--- src/rtl/io_pkg.sv ---
// io_pkg: shared constants for the io_ctrl byte I/O responder.
package io_pkg;

  // Width of one transferred byte
  localparam int BYTE_W = 8;

  // Width of the sticky error vector and the bit position of each flag
  localparam int ERR_W        = 5;
  localparam int ERR_RX_OVF   = 0;
  localparam int ERR_RX_FERR  = 1;
  localparam int ERR_TX_STALL = 2;

endpackage : io_pkg

--- src/rtl/byte_fifo.sv ---
// byte_fifo: show-ahead byte FIFO with 2**DEPTH_LOG2 entries.
// Pointers carry one extra MSB so that full and empty are distinguishable.
// The head byte, empty and full flags are all registered; the head is
// forced to zero whenever the FIFO is empty.
module byte_fifo
  import io_pkg::*;
#(
  parameter int DEPTH_LOG2 = 4
) (
  input  logic              clk,
  input  logic              rstn,
  input  logic              push,
  input  logic              pop,
  input  logic [BYTE_W-1:0] din,
  output logic [BYTE_W-1:0] dout,
  output logic              empty,
  output logic              full,
  output logic              full_next
);

  localparam int               PTR_W     = DEPTH_LOG2 + 1;
  localparam int               DEPTH     = 1 << DEPTH_LOG2;
  localparam logic [PTR_W-1:0] DEPTH_CNT = PTR_W'(DEPTH);

  logic [BYTE_W-1:0] mem_r [DEPTH];
  logic [PTR_W-1:0]  wr_ptr_r;
  logic [PTR_W-1:0]  rd_ptr_r;
  logic [BYTE_W-1:0] head_r;
  logic              empty_r;
  logic              full_r;

  logic              pop_ok_s;
  logic              push_ok_s;
  logic [PTR_W-1:0]  wr_ptr_nxt_s;
  logic [PTR_W-1:0]  rd_ptr_nxt_s;
  logic [PTR_W-1:0]  cnt_nxt_s;
  logic [BYTE_W-1:0] head_nxt_s;

  // Qualify push/pop, advance pointers and pick the byte that will be at the head next cycle
  always_comb begin
    pop_ok_s     = pop && !empty_r;
    push_ok_s    = push && (!full_r || pop_ok_s);
    wr_ptr_nxt_s = wr_ptr_r + PTR_W'(push_ok_s);
    rd_ptr_nxt_s = rd_ptr_r + PTR_W'(pop_ok_s);
    cnt_nxt_s    = wr_ptr_nxt_s - rd_ptr_nxt_s;
    full_next    = (cnt_nxt_s == DEPTH_CNT);
    if (cnt_nxt_s == {PTR_W{1'b0}}) begin
      head_nxt_s = {BYTE_W{1'b0}};
    end else if (push_ok_s && (rd_ptr_nxt_s == wr_ptr_r)) begin
      // The new head is the byte being written this very cycle
      head_nxt_s = din;
    end else begin
      head_nxt_s = mem_r[rd_ptr_nxt_s[DEPTH_LOG2-1:0]];
    end
  end

  // Pointer, flag and head-byte registers
  always_ff @(posedge clk or negedge rstn) begin
    if (!rstn) begin
      wr_ptr_r <= {PTR_W{1'b0}};
      rd_ptr_r <= {PTR_W{1'b0}};
      head_r   <= {BYTE_W{1'b0}};
      empty_r  <= 1'b1;
      full_r   <= 1'b0;
    end else begin
      wr_ptr_r <= wr_ptr_nxt_s;
      rd_ptr_r <= rd_ptr_nxt_s;
      head_r   <= head_nxt_s;
      empty_r  <= (cnt_nxt_s == {PTR_W{1'b0}});
      full_r   <= full_next;
    end
  end

  // Storage array; written at the write pointer on an accepted push
  always_ff @(posedge clk or negedge rstn) begin
    if (!rstn) begin
      for (int i = 0; i < DEPTH; i++) begin
        mem_r[i] <= {BYTE_W{1'b0}};
      end
    end else if (push_ok_s) begin
      mem_r[wr_ptr_r[DEPTH_LOG2-1:0]] <= din;
    end
  end

  assign dout  = head_r;
  assign empty = empty_r;
  assign full  = full_r;

endmodule : byte_fifo

--- src/rtl/io_ctrl.sv ---
// io_ctrl: peripheral-side responder for the CPU byte I/O handshake.
// RX FIFO buffers UART bytes towards the CPU; TX FIFO buffers CPU bytes
// towards the UART transmitter; io_err carries sticky error flags.
// Build option: define IO_LOOPBACK_EN to add the lb_en port, which routes
// the TX FIFO head straight into the RX FIFO and silences the UART paths.
module io_ctrl
  import io_pkg::*;
#(
  parameter int DEPTH_LOG2 = 4
) (
  input  logic              clk,
  input  logic              rstn,
  output logic [BYTE_W-1:0] io_in_data,
  input  logic              io_in_rdy,
  output logic              io_in_vld,
  input  logic [BYTE_W-1:0] io_out_data,
  output logic              io_out_rdy,
  input  logic              io_out_vld,
  output logic [ERR_W-1:0]  io_err,
  input  logic              err_clr,
  input  logic [BYTE_W-1:0] uart_rx_data,
  input  logic              uart_rx_vld,
  input  logic              uart_rx_ferr,
  output logic [BYTE_W-1:0] uart_tx_data,
  output logic              uart_tx_vld,
  input  logic              uart_tx_rdy
`ifdef IO_LOOPBACK_EN
  ,
  input  logic              lb_en
`endif
);

  localparam int               CNT_W     = DEPTH_LOG2 + 1;
  localparam logic [CNT_W-1:0] STALL_LIM = CNT_W'(1 << DEPTH_LOG2);

  logic [BYTE_W-1:0] rx_dout_s;
  logic              rx_empty_s;
  logic              rx_full_s;
  logic              rx_full_next_unused_s;
  logic [BYTE_W-1:0] tx_dout_s;
  logic              tx_empty_s;
  logic              tx_full_unused_s;
  logic              tx_full_next_s;

  logic              lb_active_s;
  logic              rx_push_s;
  logic              rx_pop_s;
  logic [BYTE_W-1:0] rx_din_s;
  logic              rx_ferr_s;
  logic              tx_push_s;
  logic              tx_pop_s;
  logic              tx_vld_s;
  logic              stalled_s;
  logic [CNT_W-1:0]  stall_cnt_nxt_s;
  logic [ERR_W-1:0]  err_set_s;

  logic              out_rdy_r;
  logic [CNT_W-1:0]  stall_cnt_r;
  logic [ERR_W-1:0]  err_r;

`ifdef IO_LOOPBACK_EN
  logic lb_en_r;

  // Register the loopback enable so a mode change lands on a cycle boundary
  always_ff @(posedge clk or negedge rstn) begin
    if (!rstn) begin
      lb_en_r <= 1'b0;
    end else begin
      lb_en_r <= lb_en;
    end
  end

  assign lb_active_s = lb_en_r;
`else
  assign lb_active_s = 1'b0;
`endif

  // Route bytes between the UART, the CPU and the two FIFOs
  always_comb begin
    rx_pop_s  = !rx_empty_s && io_in_rdy;
    tx_push_s = io_out_vld && out_rdy_r;
    if (lb_active_s) begin
      // Loopback: TX head moves into RX only when RX has room, UART inputs ignored
      rx_push_s = !tx_empty_s && !rx_full_s;
      rx_din_s  = tx_dout_s;
      rx_ferr_s = 1'b0;
      tx_pop_s  = !tx_empty_s && !rx_full_s;
      tx_vld_s  = 1'b0;
    end else begin
      rx_push_s = uart_rx_vld;
      rx_din_s  = uart_rx_data;
      rx_ferr_s = uart_rx_ferr;
      tx_pop_s  = !tx_empty_s && uart_tx_rdy;
      tx_vld_s  = !tx_empty_s;
    end
  end

  // Count consecutive cycles the CPU is held off by a full TX FIFO
  always_comb begin
    stalled_s = io_out_vld && !out_rdy_r;
    if (tx_push_s) begin
      stall_cnt_nxt_s = {CNT_W{1'b0}};
    end else if (stalled_s) begin
      if (stall_cnt_r != STALL_LIM) begin
        stall_cnt_nxt_s = stall_cnt_r + {{(CNT_W-1){1'b0}}, 1'b1};
      end else begin
        stall_cnt_nxt_s = stall_cnt_r;
      end
    end else begin
      stall_cnt_nxt_s = {CNT_W{1'b0}};
    end
  end

  // Collect this cycle's error events
  always_comb begin
    err_set_s               = {ERR_W{1'b0}};
    err_set_s[ERR_RX_OVF]   = rx_push_s && rx_full_s && !rx_pop_s;
    err_set_s[ERR_RX_FERR]  = rx_ferr_s;
    err_set_s[ERR_TX_STALL] = stalled_s && (stall_cnt_r == (STALL_LIM - {{(CNT_W-1){1'b0}}, 1'b1}));
  end

  // TX ready, stall counter and sticky errors; a same-cycle set beats err_clr
  always_ff @(posedge clk or negedge rstn) begin
    if (!rstn) begin
      out_rdy_r   <= 1'b0;
      stall_cnt_r <= {CNT_W{1'b0}};
      err_r       <= {ERR_W{1'b0}};
    end else begin
      out_rdy_r   <= !tx_full_next_s;
      stall_cnt_r <= stall_cnt_nxt_s;
      err_r       <= (err_clr ? {ERR_W{1'b0}} : err_r) | err_set_s;
    end
  end

  byte_fifo #(
    .DEPTH_LOG2 (DEPTH_LOG2)
  ) u_rx_fifo (
    .clk       (clk),
    .rstn      (rstn),
    .push      (rx_push_s),
    .pop       (rx_pop_s),
    .din       (rx_din_s),
    .dout      (rx_dout_s),
    .empty     (rx_empty_s),
    .full      (rx_full_s),
    .full_next (rx_full_next_unused_s)
  );

  byte_fifo #(
    .DEPTH_LOG2 (DEPTH_LOG2)
  ) u_tx_fifo (
    .clk       (clk),
    .rstn      (rstn),
    .push      (tx_push_s),
    .pop       (tx_pop_s),
    .din       (io_out_data),
    .dout      (tx_dout_s),
    .empty     (tx_empty_s),
    .full      (tx_full_unused_s),
    .full_next (tx_full_next_s)
  );

  assign io_in_data   = rx_dout_s;
  assign io_in_vld    = !rx_empty_s;
  assign io_out_rdy   = out_rdy_r;
  assign uart_tx_data = tx_dout_s;
  assign uart_tx_vld  = tx_vld_s;
  assign io_err       = err_r;

endmodule : io_ctrl

--- config.mk ---
export PLATFORM = sky130hd
export DESIGN_NAME = io_ctrl
export DESIGN_NICKNAME = d
export VERILOG_FILES = /design/src/rtl/io_pkg.sv /design/src/rtl/byte_fifo.sv /design/src/rtl/io_ctrl.sv
export SDC_FILE = /design/constraint.sdc
export NUM_CORES = 1
export LEC_CHECK = 0
export CAP_MARGIN = 10
export CORE_UTILIZATION = 39
export DETAILED_ROUTE_END_ITERATION = 6
export HOLD_SLACK_MARGIN = 0.08
export PLACE_DENSITY = 0.63
export SYNTH_ARGS = -nofsm -noshare
export SYNTH_HDL_FRONTEND = slang
export SYNTH_SLANG_ARGS = --single-unit
export TNS_END_PERCENT = 50
--- constraint.sdc ---
create_clock -name clk -period 5 [get_ports clk]
set_clock_uncertainty 0.2 [all_clocks]
set_input_delay 1.25 -clock clk [delete_from_list [all_inputs] [get_ports clk]]
set_output_delay 1.25 -clock clk [all_outputs]
set_load 0.01 [all_outputs]
==> run metrics <==
synthesis-stage register bit count=approximately 310; CTS resizes=0; DP HPWL=between 15 and 20 mm; Slew Viols, Final=0; Final Setup Violations=0; antenna violations before repair=0; Pwr Density=approximately 720 nW/µm²; root buf cell=clkbuf_16; Switching Share=roughly a third; Setup Crit Path Kind=in -> reg; nets@finish=roughly 1000; grt ovf=0; WP data arrival=about 4.4 ns; Core ar.=approximately 36000 µm²; Setup crit start=uart_tx_rdy; Util after Layout=a little under half; share of layout cells above drive strength 1=about two fifths; Clock Tree Buf Depth=3; area of the multi-input gates=a little over 6000 µm²; first-pass GRT wire length=~48 mm; top layer in use=met4; peak supply drop=around 530 µV; Port-buffer cells=45; TritonCTS Sinks=~310; Placer Congestion=0.799; register area share after synthesis=between 50% and 60%; routed len/inst=20.0 µm; Seq pwr share=a little under two fifths; worst rel slew slack=41.4%; worst r2r src=u_tx_fifo.empty; Netlist cell types=between 40 and 50; Critical path destination=u_tx_fifo.dout[5]; Register-to-Register Path Depth=12; drt total wl=roughly 30 mm; total CTS buffers=36; Register Area=between 7000 and 8000 µm²; Die Span Y=between 150 and 200 µm; clock group share of total power=between 20% and 30%; site row count=just under 70; met2 wire len=around 14 mm; syn avg cell area=around 15 µm²; Mapped Cells=944; Worst-Margin Slew=between 0.8 and 0.9 ns; min-delay src=io_err[1]; Ant. Diodes=0; GRT Total Usage=17.0%; synthesized area=roughly 14000 µm²; post-route ant nets=0; wl on met1=roughly 14 mm; Max Cap Viol=0; CTS tree=done; CP required=5.19 ns; Synth top area share=between 50 and 60%; Post-synth ARST share=100%; number of fill cells in the layout=3190; yosys warns=0; largest net degree at the start of global routing=104; # DRC=0; Worst-Skew Late Latency=0.53 ns; Power, Total=between 10000 and 15000 µW; synth-to-layout area growth=14.9%; hold_buf cts=0; Initial Util=39.6%; Area contributors post-synth=dfrtp_1 (54%), mux2_2 (20%), mux4_2 (10%); drt pass-1 iters=7; # Post-CTS Setup Buffers=0; Fin Setup TNS=0 ns; Hold Path Class=reg -> reg; Int Pwr=7820 µW; area leader, netlist=dfrtp_1; die width=~190 µm; Tcrit/Tclk final=~84%; Primary FF master, synth=dfrtp_1; fmax=about 0.24 GHz; Psw=~3800 µW; via density per instance=5.42; Ports=48; vias=between 8000 and 9000; crit-path max FO=9; EDFF count, synth=0; clk slew on worst S/H paths=about 0.06 ns; Tmin final=about 4.2 ns; Worst Setup End Kind=flop; register-to-register setup slack=about 1.4 ns; Setup crit start kind=primary input; RSZ-0062 raised after global routing=false; leakage power=between 0.007 and 0.008 µW; Comb pwr share=about 42%; vias in the first global route=roughly 8400; status=completed; FF-to-FF End=u_tx_fifo.dout[5]; die area=roughly 37000 µm²; H-tree levels=2; initial DRC count=around 420; WL met3=1.27 mm; endpoints failing hold=0
[placed cells by master, fill, tap and decap left out, types with 19 or more instances in the layout]
cell and count:
dfrtp_1 303, clkdlybuf4s50_1 44, buf_4 19, mux2_2 256
nand2_1 25, clkbuf_16 37, mux2i_1 33, nor2_1 22
mux4_2 64, inv_1 21
[how the worst min path moves through the flow]
| stage | cells past startpoint | endpoint | slack (ns) |
|---|---|---|---|
| after floorplan | 1 | u_tx_fifo.mem_r[10] | 0.27 |
| after detailed placement | 1 | io_err[1] | 0.27 |
| final | 1 | io_err[1] | 0.28 |
| after global placement | 1 | io_err[1] | 0.26 |
| after CTS | 1 | io_err[1] | 0.28 |
| after global routing | 1 | io_err[1] | 0.30 |
[critical path: stages]
cell and delay, ns:
clkdlybuf4s50_1 0.39, nor2b_1 0.14, o211a_1 0.27, ha_1 0.22
ha_1 0.23, xor2_1 0.16, ha_1 0.34, or4_1 0.52
a21oi_1 0.15, a21oi_1 0.06, o32a_1 0.20, a21oi_2 0.37
a21oi_1 0.10
[routing by layer]
metal / global-route usage [%] / vias up
met5: 0 / -
met3: 2.96 / 43
met1: 23.0 / 4231
met4: 6.24 / 0
li1: - / 3569
met2: 27.3 / 177
[cells by family after synthesis]
family                   Yosys count  synth area share [%]
adder cells (fa/ha/maj)           20                  1.78
multiplexers                     353                  33.0
buffers and inverters             74                  2.16
other                              1                0.0266
AND/OR/NAND/NOR                  108                  4.12
XOR/XNOR                          32                  2.12
flip-flops                       305                  54.2
AO/OA/AOI/OAI                     51                  2.56
[through the flow]
step	setup slack [ns]	area, µm²	hold slack, ns	instances
2_1_floorplan	0.710	14100	0.274	945
3_3_place_gp	0.319	15100	0.259	1420
3_5_place_dp	0.253	15100	0.269	1420
4_1_cts	0.824	16200	0.282	1481
5_1_grt	0.562	16200	0.303	1481
6_report	0.792	16200	0.277	1481
[final cells by class]
cell class / instances / share of cell area (%)
well taps: 461 / 3.56
clock inverters: 4 / 0.162
repair buffers: 67 / 4.07
flip-flops and latches: 305 / 47.2
clock buffers: 57 / 6.49
inverters: 21 / 0.487
multi-input cells: 566 / 38.0
[state kept, by name, indices dropped and copies added, names as in the netlist]
signal	count
io_err	3
io_out_rdy	1
stall_cnt_r	5
u_rx_fifo.dout	8
u_rx_fifo.empty	1
u_rx_fifo.full	1
u_rx_fifo.mem_r	128
u_rx_fifo.rd_ptr_r	5
u_rx_fifo.wr_ptr_r	5
u_tx_fifo.dout	8
u_tx_fifo.empty	1
u_tx_fifo.full	1
u_tx_fifo.mem_r	128
u_tx_fifo.rd_ptr_r	5
u_tx_fifo.wr_ptr_r	5
[cells in the mapped netlist (all sizes together), types with 3 or more instances]
cell and n:
dfrtp 303, mux2 256, mux4 64, clkbuf 33, mux2i 33, nand2 25
nor2 23, inv 21, buf 20, ha 20, nand3 18, xnor2 17
a22o 16, xor2 15, a21oi 13, o21ai 11, nor2b 10, nor3 5
nand2b 4, o21a 4, and3 3, nand4 3, or3 3
[power groups by stage]
stage | sequential, µW | combinational (µW) | clock (µW)
floorplan | 4060 | 3880 | 0
global placement | 4270 | 4860 | 0
detailed placement | 4310 | 4960 | 0
CTS | 4270 | 4970 | 2500
global route | 4420 | 5330 | 2600
finish | 4280 | 4910 | 2410
Note: power is estimated with default switching activity, not from simulation.
